<file path="src/rtl/uart_pkg.sv">
// Shared UART definitions: FSM state encoding, frame constants and parity helper.
// Imported by both the transmitter and the receiver.
package uart_pkg;

    localparam int unsigned DATA_BITS = 8;
    localparam int unsigned IDX_W     = $clog2(DATA_BITS);
    localparam logic        START_BIT = 1'b0;
    localparam logic        STOP_BIT  = 1'b1;

    typedef enum logic [2:0] {
        ST_IDLE,
        ST_START,
        ST_DATA,
        ST_PARITY,
        ST_STOP
    } uart_state_e;

    // Even parity: the parity bit makes the total count of ones even.
    function automatic logic even_parity(input logic [DATA_BITS-1:0] d);
        return ^d;
    endfunction

endpackage

</file>
<file path="src/rtl/uart_baud_gen.sv">
// Bit-period counter: counts 0..CLKS_PER_BIT-1 while enabled and flags the wrap cycle.
// Held at zero while disabled so every frame starts on a fresh bit boundary.
module uart_baud_gen #(
    parameter int unsigned CLKS_PER_BIT = 16
) (
    input  logic clk,
    input  logic rst,
    input  logic enable,
    output logic bit_tick
);

    localparam int unsigned     CNT_W = (CLKS_PER_BIT > 1) ? $clog2(CLKS_PER_BIT) : 1;
    localparam logic [CNT_W-1:0] LAST = CNT_W'(CLKS_PER_BIT - 1);

    logic [CNT_W-1:0] r_cnt;

    assign bit_tick = enable && (r_cnt == LAST);

    always_ff @(posedge clk or negedge rst) begin
        if (!rst) begin
            r_cnt <= '0;
        end else if (!enable || bit_tick) begin
            r_cnt <= '0;
        end else begin
            r_cnt <= r_cnt + CNT_W'(1);
        end
    end

endmodule

</file>
<file path="src/rtl/uart_tx.sv">
// UART transmitter with a one-entry holding register and optional even parity.
// Frame: start, 8 data bits LSB first, [parity], stop; each bit CLKS_PER_BIT cycles.
module uart_tx
    import uart_pkg::*;
#(
    parameter int unsigned CLKS_PER_BIT = 16,
    parameter bit          PARITY_EN    = 1'b0
) (
    input  logic                 clk,
    input  logic                 rst,
    input  logic [DATA_BITS-1:0] tx_data,
    input  logic                 tx_valid,
    output logic                 tx_ready,
    output logic                 tx,
    output logic                 busy
);

    uart_state_e          r_state;
    logic [DATA_BITS-1:0] r_hold;
    logic                 r_hold_full;
    logic [DATA_BITS-1:0] r_shift;
    logic                 r_parity;
    logic [IDX_W-1:0]     r_idx;
    logic                 r_tx;
    logic                 r_ready;
    logic                 r_busy;

    logic w_tick;
    logic w_baud_en;
    logic w_accept;
    logic w_load;
    logic w_hold_full_nxt;
    logic w_idle_nxt;

    uart_baud_gen #(
        .CLKS_PER_BIT(CLKS_PER_BIT)
    ) u_baud (
        .clk     (clk),
        .rst     (rst),
        .enable  (w_baud_en),
        .bit_tick(w_tick)
    );

    // Handshake and holding-register bookkeeping; accept and load never coincide.
    assign w_baud_en       = (r_state != ST_IDLE);
    assign w_accept        = tx_valid && r_ready;
    assign w_load          = r_hold_full &&
                             ((r_state == ST_IDLE) || ((r_state == ST_STOP) && w_tick));
    assign w_hold_full_nxt = w_accept || (r_hold_full && !w_load);
    assign w_idle_nxt      = !r_hold_full &&
                             ((r_state == ST_IDLE) || ((r_state == ST_STOP) && w_tick));

    always_ff @(posedge clk or negedge rst) begin
        if (!rst) begin
            r_state     <= ST_IDLE;
            r_hold      <= '0;
            r_hold_full <= 1'b0;
            r_shift     <= '0;
            r_parity    <= 1'b0;
            r_idx       <= '0;
            r_tx        <= STOP_BIT;
            r_ready     <= 1'b1;
            r_busy      <= 1'b0;
        end else begin
            if (w_accept) begin
                r_hold <= tx_data;
            end
            r_hold_full <= w_hold_full_nxt;
            r_ready     <= !w_hold_full_nxt;
            r_busy      <= !w_idle_nxt || w_hold_full_nxt;

            case (r_state)
                ST_IDLE: begin
                    if (r_hold_full) begin
                        r_state  <= ST_START;
                        r_tx     <= START_BIT;
                        r_shift  <= r_hold;
                        r_parity <= even_parity(r_hold);
                    end
                end
                ST_START: begin
                    if (w_tick) begin
                        r_state <= ST_DATA;
                        r_tx    <= r_shift[0];
                        r_idx   <= '0;
                    end
                end
                ST_DATA: begin
                    if (w_tick) begin
                        if (r_idx == IDX_W'(DATA_BITS - 1)) begin
                            r_idx <= '0;
                            if (PARITY_EN) begin
                                r_state <= ST_PARITY;
                                r_tx    <= r_parity;
                            end else begin
                                r_state <= ST_STOP;
                                r_tx    <= STOP_BIT;
                            end
                        end else begin
                            r_idx   <= r_idx + IDX_W'(1);
                            r_shift <= {1'b0, r_shift[DATA_BITS-1:1]};
                            r_tx    <= r_shift[1];
                        end
                    end
                end
                ST_PARITY: begin
                    if (w_tick) begin
                        r_state <= ST_STOP;
                        r_tx    <= STOP_BIT;
                    end
                end
                ST_STOP: begin
                    // A held byte chains straight into the next start bit.
                    if (w_tick) begin
                        if (r_hold_full) begin
                            r_state  <= ST_START;
                            r_tx     <= START_BIT;
                            r_shift  <= r_hold;
                            r_parity <= even_parity(r_hold);
                        end else begin
                            r_state <= ST_IDLE;
                            r_tx    <= STOP_BIT;
                        end
                    end
                end
                default: begin
                    r_state <= ST_IDLE;
                    r_tx    <= STOP_BIT;
                end
            endcase
        end
    end

    assign tx       = r_tx;
    assign tx_ready = r_ready;
    assign busy     = r_busy;

endmodule

</file>
<file path="config.mk">
export PLATFORM = sky130hd
export DESIGN_NAME = uart_tx
export DESIGN_NICKNAME = d
export VERILOG_FILES = /design/src/rtl/uart_pkg.sv /design/src/rtl/uart_baud_gen.sv /design/src/rtl/uart_tx.sv
export SDC_FILE = /design/constraint.sdc
export NUM_CORES = 1
export LEC_CHECK = 0
export ABC_AREA = 1
export CAP_MARGIN = 30
export CORE_MARGIN = 2
export CORE_UTILIZATION = 56
export CTS_CLUSTER_DIAMETER = 80
export CTS_CLUSTER_SIZE = 10
export DETAILED_ROUTE_END_ITERATION = 10
export GPL_TIMING_DRIVEN = 1
export PLACE_DENSITY_LB_ADDON = 0.1
export SLEW_MARGIN = 5
export SYNTH_ARGS = -nofsm -noshare
export SYNTH_HDL_FRONTEND = slang
export SYNTH_SLANG_ARGS = --single-unit
export TNS_END_PERCENT = 100
</file>
<file path="constraint.sdc">
create_clock -name clk -period 1.86 [get_ports clk]
set_input_delay 0.186 -clock clk [delete_from_list [all_inputs] [get_ports clk]]
set_output_delay 0.186 -clock clk [all_outputs]
set_load 0.05 [all_outputs]
</file>
==> impl_metrics.tcl <==
set metrics [dict create \
    cts_buffer_depth 2 \
    final.setup.tns_ps 0 \
    post_cts_buffers 0 \
    path_class "reg -> out" \
    power_density_nw_per_um2 795 \
    cap_violations 0 \
    clk_pin_slew_worst_paths_ps 90 \
    worst-path-stages 1 \
    cp_top_family "buffers and inverters" \
    routed_wl_um 2830 \
    area_growth_syn_to_layout_pct 15.4 \
    rows 18 \
    route.detailed.drc 0 \
    clkLatencyLatePin_ps 330 \
    io_buffers 13 \
    synth_top_cell_area_share_pct 46.6 \
    syn_nets 183 \
    required_ps 1670 \
    track_usage_pct 21.5 \
    worst_setup_path_start_kind "register" \
    synth-seq-area-share_pct 50.1 \
    path_cells "clkdlybuf4s50_1" \
    cts.sinks 30 \
    slew_violations 0 \
    via_per_inst 5.27 \
    worst_path_largest_cell_delay_ps 800 \
    ys_ff_latch 30 \
    drtIter0Drc 31 \
    synth_top_cells_by_area "dfrtp_1 47%, nand2_1 15%, nand3_1 6.0%" \
    fmax_mhz 606 \
    yosysWarningCount 0 \
    synth_top_area_cell "dfrtp_1" \
    drive_above_1_share_pct 21.1 \
    num_vias 1160 \
    reg2reg_depth 8 \
    avgSynthCellArea_um2 8.90 \
    finalWeightedCongestion 0.889 \
    leakagePower_nw 0.909 \
    cts_tree "built" \
    antenna_cells 0 \
    grt.overflow.total 0 \
    ant_nets 0 \
    finalCriticalPeriod_ps 1650 \
    crit_path_end_kind "primary output" \
    cp.arrival_ps 1460 \
    die_y_um 55.8 \
    skew_ps 7.99 \
    io_pins 14 \
    root_buffer "clkbuf_4" \
    crit_fanout 1 \
    htreeDepth 2 \
    ir_drop_uv 721 \
    worst_pin_slew_ps 493 \
    grt_max_degree 31 \
    fin_crit_sh_pct 88.7 \
    synth.distinct_cells 23 \
    final_util_pct 68.8 \
    hold_path_class "in -> async" \
    finalHoldViolCount 0 \
    setup_viol 0 \
    cts_buffers 5 \
    slowest_stage "clkdlybuf4s50_1" \
    die_area_um2 3120 \
    slew-limit-headroom_pct 67.0 \
    status "completed" \
    firstDrtPassIters 4 \
    grt_pass1_vias 1200 \
    rsz0062_at_grt "no" \
    syn-cell-area_um2 1500 \
    antenna_found_initial 0 \
    syn_inst 169 \
    timing.critical_path.buf_inv 1 \
    placed_cells 212 \
    wl_per_cell_um 12.9 \
    initial_core_util_pct 59.6 \
    core-area_um2 2520 \
    dp_hpwl_um 2090 \
    final_net_count 203 \
    final_cells 220 \
    dieWidth_um 55.8 \
    grt_pass1_wl_um 5220 \
]
[synth_stat cells]
| library cell | number |
|---|---|
| o21ai_2 | 1 |
| nand2_4 | 1 |
| nand3_1 | 18 |
| nand2_1 | 59 |
| o21ai_1 | 5 |
| nor2_1 | 6 |
| ha_1 | 3 |
| a21oi_1 | 1 |
| nor2_4 | 1 |
| inv_1 | 10 |
| dfstp_2 | 2 |
| nand4_1 | 1 |
| dfrtp_1 | 28 |
| inv_2 | 4 |
| nor2_2 | 3 |
| nand2_2 | 5 |
| nor3b_1 | 1 |
| mux2_2 | 8 |
| o21ai_0 | 3 |
| or2_0 | 1 |
| nand3_2 | 5 |
| buf_6 | 2 |
| nand3_4 | 1 |
[metrics by stage]
stage                     setup slack, ps  power (mW)  hold slack, ps  cell area, um2
after detailed placement              325       0.889             452            1660
after global placement                373       0.880             441            1660
after floorplan                       477       0.829            -110            1500
after global routing                  144        1.44             271            1740
after CTS                             193        1.39             235            1740
final                                 211        1.38             227            1740
[layer usage]
layer,vias to the layer above,part of all wire (%),track usage (%),routed length (um)
met1,540,47,27.4,1340
met5,-,0,0,0
met3,6,5.3,7.44,149
li1,583,-,-,-
met4,0,1.7,7.82,48
met2,31,46,34.2,1300
[worst reg2reg max path: cells and delay by family, from the launching register on]
family	cells	cell delay (ps)
adders and majority gates	1	200
DFF	1	380
and+or+nand+nor	7	890
[cell families after synthesis]
family | synth area share, %
compound gates | 3.58
mux | 5.99
simple gates | 32.9
buf+inv | 4.99
fa+ha+maj | 2.50
flops | 50.1
[worst paths after layout]
kind / start / end / slack [ps]
max in group asynchronous: rst / tx_ready / 1320
hold / removal: rst / r_hold[1] / 230
min in group clk: tx_data[4] / r_hold[4] / 460
setup / recovery: busy / busy / 210
hold reg to reg: u_baud.r_cnt[0] / u_baud.r_cnt[0] / 460
setup reg to reg: u_baud.r_cnt[0] / r_shift[2] / 300
[where the power goes]
| part | internal [mW] | total [mW] | leakage (nW) | switching [mW] |
|---|---|---|---|---|
| logic | 0.0705 | 0.115 | 0.495 | 0.0445 |
| registers | 0.721 | 0.757 | 0.375 | 0.0367 |
| clock network | 0.285 | 0.507 | 0.0395 | 0.222 |
| total | 1.08 | 1.38 | 0.909 | 0.303 |
[cell usage in the layout, fill, tap and decap left out]
master and n:
a21oi_1 1, buf_4 3, bufinv_16 1, clkbuf_1 2, clkbuf_4 5, clkdlybuf4s50_1 11, dfrtp_1 28, dfstp_2 2
dlygate4sd2_1 1, ha_1 3, inv_1 10, inv_2 4, mux2_2 8, nand2_1 59, nand2_2 5, nand2_4 1
nand3_1 18, nand3_2 5, nand3_4 1, nand4_1 1, nor2_1 6, nor2_2 3, nor2_4 1, nor3b_1 1
o21ai_0 3, o21ai_1 5, o21ai_2 1, or2_0 1
[flip-flops by register name, indices dropped and copies added, names as in the netlist]
signal,count
r_shift,8
r_hold,8
busy,1
r_hold_full,1
tx_ready,1
r_idx,3
tx,1
r_state,3
u_baud.r_cnt,4
[area by class of cell]
type                       instances  area, um2
sequential                        30        753
clock inverter                     1       30.0
clock buffer                       7       45.0
tap                               30       37.5
fill                             207        787
multi-input combinational        123        676
timing repair buffer              15        141
inverter                          14       52.6
[what timing repair did]
action,in CTS,in global routing
hold buffers,0,0
setup endpoints to repair,1,0
resized for setup,1,0
hold endpoints to repair,0,0
Note: power is estimated with default switching activity, not from simulation.
